File: src/rtl/loop_pkg.sv
// Shared types and constants for the counted-loop accumulate engine.
// Holds the FSM state encoding and the body-function mode selectors.
package loop_pkg;

    typedef enum logic [2:0] {
        S_IDLE = 3'd0,
        S_INIT = 3'd1,
        S_TEST = 3'd2,
        S_BODY = 3'd3,
        S_INCR = 3'd4,
        S_EXIT = 3'd5,
        S_DONE = 3'd6
    } loop_state_t;

    localparam logic MODE_SUM = 1'b0;
    localparam logic MODE_SQR = 1'b1;

endpackage

File: src/rtl/loop_body_fn.sv
// Loop body function f(i), purely combinational.
// Ports: mode (MODE_SUM/MODE_SQR), i (loop index), f (result, WIDTH bits).
module loop_body_fn
    import loop_pkg::*;
#(
    parameter int WIDTH = 32
) (
    input  logic             mode,
    input  logic [WIDTH-1:0] i,
    output logic [WIDTH-1:0] f
);

    // The square is evaluated in WIDTH context, keeping only the low
    // WIDTH bits of the full product.
    always_comb begin
        f = i;
        case (mode)
            MODE_SUM: f = i;
            MODE_SQR: f = i * i;
            default:  f = i;
        endcase
    end

endmodule

File: src/rtl/loop_accum_engine.sv
// Counted-loop kernel: for (i=lo; i<hi; i+=step) acc+=f(i); ret=acc+offset.
// Ports: clk, rst_n, start, abort, mode, lo, hi, step, offset in;
//        busy, finish, ret, iters, wrapped out (all registered).
module loop_accum_engine
    import loop_pkg::*;
#(
    parameter int WIDTH = 32,
    parameter int CNT_W = 16
) (
    input  logic             clk,
    input  logic             rst_n,
    input  logic             start,
    input  logic             abort,
    input  logic             mode,
    input  logic [WIDTH-1:0] lo,
    input  logic [WIDTH-1:0] hi,
    input  logic [WIDTH-1:0] step,
    input  logic [WIDTH-1:0] offset,
    output logic             busy,
    output logic             finish,
    output logic [WIDTH-1:0] ret,
    output logic [CNT_W-1:0] iters,
    output logic             wrapped
);

    loop_state_t state_q;
    loop_state_t state_d;

    logic             mode_q;
    logic [WIDTH-1:0] lo_q;
    logic [WIDTH-1:0] hi_q;
    logic [WIDTH-1:0] step_q;
    logic [WIDTH-1:0] offset_q;
    logic [WIDTH-1:0] i_q;
    logic [WIDTH-1:0] acc_q;
    logic [WIDTH-1:0] f_val;
    logic [WIDTH:0]   inc;
    logic             latch;
    logic             kill;

    loop_body_fn #(.WIDTH(WIDTH)) u_body_fn (
        .mode (mode_q),
        .i    (i_q),
        .f    (f_val)
    );

    // Extra top bit of the increment is the wrap (carry-out) flag.
    assign inc   = {1'b0, i_q} + {1'b0, step_q};
    assign latch = start && (state_q == S_IDLE || state_q == S_DONE);
    // busy is high exactly in the states where abort is honoured.
    assign kill  = abort && busy;

    always_comb begin
        state_d = state_q;
        case (state_q)
            S_IDLE: if (start) state_d = S_INIT;
            S_INIT: state_d = S_TEST;
            S_TEST: state_d = (i_q < hi_q) ? S_BODY : S_EXIT;
            S_BODY: state_d = S_INCR;
            S_INCR: state_d = inc[WIDTH] ? S_EXIT : S_TEST;
            S_EXIT: state_d = S_DONE;
            S_DONE: if (start) state_d = S_INIT;
            default: state_d = S_IDLE;
        endcase
        if (kill) state_d = S_IDLE;
    end

    always_ff @(posedge clk or negedge rst_n) begin
        if (!rst_n) begin
            state_q <= S_IDLE;
            busy    <= 1'b0;
            finish  <= 1'b0;
        end else begin
            state_q <= state_d;
            busy    <= !(state_d == S_IDLE || state_d == S_DONE);
            finish  <= (state_d == S_DONE);
        end
    end

    always_ff @(posedge clk or negedge rst_n) begin
        if (!rst_n) begin
            mode_q   <= MODE_SUM;
            lo_q     <= '0;
            hi_q     <= '0;
            step_q   <= '0;
            offset_q <= '0;
        end else if (latch) begin
            mode_q   <= mode;
            lo_q     <= lo;
            hi_q     <= hi;
            // A zero step would never terminate; run it as step 1.
            step_q   <= (step == '0) ? WIDTH'(1) : step;
            offset_q <= offset;
        end
    end

    always_ff @(posedge clk or negedge rst_n) begin
        if (!rst_n) begin
            i_q     <= '0;
            acc_q   <= '0;
            ret     <= '0;
            iters   <= '0;
            wrapped <= 1'b0;
        end else if (!kill) begin
            case (state_q)
                S_INIT: begin
                    i_q     <= lo_q;
                    acc_q   <= '0;
                    iters   <= '0;
                    wrapped <= 1'b0;
                end
                S_BODY: begin
                    acc_q <= acc_q + f_val;
                    if (!(&iters)) iters <= iters + CNT_W'(1);
                end
                S_INCR: begin
                    i_q <= inc[WIDTH-1:0];
                    if (inc[WIDTH]) wrapped <= 1'b1;
                end
                S_EXIT: ret <= acc_q + offset_q;
                default: ;
            endcase
        end
    end

endmodule
File: config.mk
export PLATFORM = sky130hd
export DESIGN_NAME = loop_accum_engine
export DESIGN_NICKNAME = d
export VERILOG_FILES = /design/src/rtl/loop_pkg.sv /design/src/rtl/loop_body_fn.sv /design/src/rtl/loop_accum_engine.sv
export SDC_FILE = /design/constraint.sdc
export NUM_CORES = 2
export LEC_CHECK = 0
export CAP_MARGIN = 20
export CORE_MARGIN = 10
export CORE_UTILIZATION = 63
export CTS_CLUSTER_DIAMETER = 120
export DETAILED_ROUTE_END_ITERATION = 6
export PLACE_DENSITY = 0.82
export SLEW_MARGIN = 20
export SYNTH_ARGS = -nofsm -noshare
export SYNTH_HDL_FRONTEND = slang
export SYNTH_SLANG_ARGS = --single-unit
File: constraint.sdc
create_clock -name clk -period 16.8 [get_ports clk]
set_input_delay 3.36 -clock clk [delete_from_list [all_inputs] [get_ports clk]]
set_output_delay 3.36 -clock clk [all_outputs]
set_load 0.02 [all_outputs]
==> run metrics <==
ant diodes=0; CTS Buf Count=28; die width=230 um; ANT nets after route=0; Final min period=9580 ps; initial antenna violation count=1; Yosys cell types=76; Worst setup EP type=register; area leader, netlist=fa_1; Post-CTS Hold Buffers=0; slowest cell on the critical path=dfrtp_1; #FFs+latches synth=247; clk root buf=clkbuf_16; worst reg-to-reg setup slack=7220 ps; worst skew pair latency=600 ps; drt pass-1 iters=7; register area=0.00618 mm^2; # rows=76; via count=21648; routability cong.=0.944; area of the multi-input gates=0.0195 mm^2; Final period util=0.570; Async S/R FF share, synth=1.00; gr ovfl total=0; sequential-to-total area share from yosys stat=0.222; global-route wire length before repair=123000 um; non-filler cells, final=3629; CP startpoint kind=register; final hold viol count=0; Setup Buffers After CTS=0; r2r startpoint=i_q[3]$_DFFE_PN0P_; Detailed Route WL=75400 um; Hold Path Depth=2; worst hold start=ret[18]$_DFFE_PN0P_; DIE HEIGHT=around 230 um; hold crit path type=register to register; CORE AREA=0.0434 mm^2; synth warn=0; Nets=3783; post-DP HPWL=59000 um; Synth top area share=0.265; synth cell count leaders=inv_1, fa_1, nand2_1; WP data arrival=10020 ps; worst reg2reg endpoint=acc_q[31]$_DFFE_PN0P_; vias in the first global route=23557; post-route setup TNS=0 ps; dpl cells=3580; most common cell in the netlist=inv_1; max incr delay on CP=680 ps; Final Skew=roughly 64 ps; syn_area_per_cell=just under 10 um^2; WHS Endpoint=ret[18]$_DFFE_PN0P_; status=complete, no violations; # IOs=approximately 180; cells after synthesis=2879; max-cap violations=0; clock slew at reported path FFs=60 ps; EDFF count, synth=0; max_slew headroom=0.286; maximum clock frequency=0.104 GHz; CTS tree=yes; Cell Area, Synth=0.0279 mm^2; DR DRC count=0; Total GRT Usage=0.289; Die ar.=0.0530 mm^2; peak fanout along the critical path=21; post_cts resized=0; synth top area cells=fa_1, dfrtp_1, ha_1; port bufs=183; largest net degree at the start of global routing=89; fill count=3138; Initial Util=0.643; layout cells sized above 1=0.0690; Worst Tran Pin Value=between 1000 and 1500 ps; Mapped Nets=between 3000 and 4000; Area Overhead vs Synth=12.1%; # clock sinks=around 250; number of DRC markers in iteration 0=between 1500 and 2000; ys flop type=dfrtp_1; via-per-instance ratio=5.97; Slew Viols, Final=0; final setup vio count=0; Worst EP required=17240 ps; unrepaired setup endpoints after global routing=false; worst r2r path cells=34; WS Path Type=register to register; wire length per cell=20.8 um; WHS=480 ps; CP most frequent cell=fa_1; CTS HTree Levels=1; Longest Clk Path Bufs=3
## kinds of logic (layout without fill, tap and decap cells)
logic type | after synthesis | count (layout) | share of synthesized area
xor gates and xnor gates | 148 | 148 | 0.0465
and+or+nand+nor | 647 | 647 | 0.111
buffers and inverters | 575 | 740 | 0.0775
DFF | 247 | 247 | 0.222
adders and majority gates | 625 | 625 | 0.380
muxes | 116 | 116 | 0.0468
AOI/OAI and AO/OA | 521 | 521 | 0.117
## cells in the final DEF (no fill, tap or decap), types with 14 or more instances in the layout
| cell | netlist | routed |
|---|---|---|
| ha_1 | 256 | 256 |
| fa_1 | 369 | 369 |
| buf_4 | 0 | 24 |
| xnor2_1 | 82 | 82 |
| xor2_1 | 66 | 66 |
| dfrtp_1 | 247 | 247 |
| inv_1 | 478 | 478 |
| a31oi_1 | 15 | 15 |
| clkbuf_16 | 0 | 28 |
| a21oi_1 | 127 | 127 |
| nor3_1 | 14 | 14 |
| nand3_1 | 27 | 26 |
| clkdlybuf4s50_1 | 0 | 182 |
| and2_1 | 116 | 116 |
| a21o_1 | 82 | 82 |
| nor2_1 | 105 | 102 |
| nand4_1 | 15 | 15 |
| nand2_1 | 275 | 275 |
| o21a_1 | 16 | 16 |
| mux2_2 | 115 | 115 |
| o21ai_0 | 165 | 165 |
| nand2b_1 | 21 | 21 |
| nor2b_1 | 25 | 25 |
## worst max-delay path: cells and delay by family (launching register included)
family	cells	cell delay, ps
DFF	1	680
muxes	1	270
adders and majority gates	10	4220
AOI/OAI and AO/OA	15	2900
xor gates and xnor gates	2	320
buffers and inverters	3	480
and+or+nand+nor	3	570
## stage by stage
stage / cell area (um^2) / worst slack (ps) / util
floorplan: 27900 / 8270 / -
global placement: 30300 / 7780 / 0.699
detailed placement: 30300 / 7550 / 0.699
CTS: 31200 / 7400 / 0.720
global route: 31200 / 6760 / 0.720
finish: 31200 / 7220 / 0.720
## routing by layer
layer	global-route usage	share of wire
met5	0	0.00013
met4	0.134	0.051
met3	0.0480	0.072
met2	0.501	0.50
met1	0.346	0.37
## layout make-up
type | instances | share of cell area
well taps | 585 | 0.0234
multi-input cells | 2057 | 0.626
clock inverters | 7 | 0.00369
inverters | 482 | 0.0579
flip-flops and latches | 247 | 0.198
clock buffers | 42 | 0.0260
repair buffers | 209 | 0.0653
## how the worst max path moves through the flow
stage	endpoint	from	cells past startpoint	slack, ps
finish	acc_q[31]$_DFFE_PN0P_	i_q[3]$_DFFE_PN0P_	34	7220
floorplan	acc_q[31]$_DFFE_PN0P_	i_q[4]$_DFFE_PN0P_	38	8270
detailed placement	acc_q[31]$_DFFE_PN0P_	i_q[3]$_DFFE_PN0P_	34	7550
global route	acc_q[31]$_DFFE_PN0P_	i_q[4]$_DFFE_PN0P_	35	6760
global placement	acc_q[31]$_DFFE_PN0P_	i_q[8]$_DFFE_PN0P_	35	7780
CTS	acc_q[31]$_DFFE_PN0P_	i_q[3]$_DFFE_PN0P_	34	7400
## flip-flops by register name, summed over array words and instances, names as in the netlist, 3 cells and up
signal    count
lo_q         32
step_q       32
ret          32
acc_q        32
offset_q     32
hi_q         32
state_q       3
i_q          32
iters        16
Power is left out: the tool's default activity adds up to more than one toggle a clock period on the data nets, which glitch-free logic cannot reach.
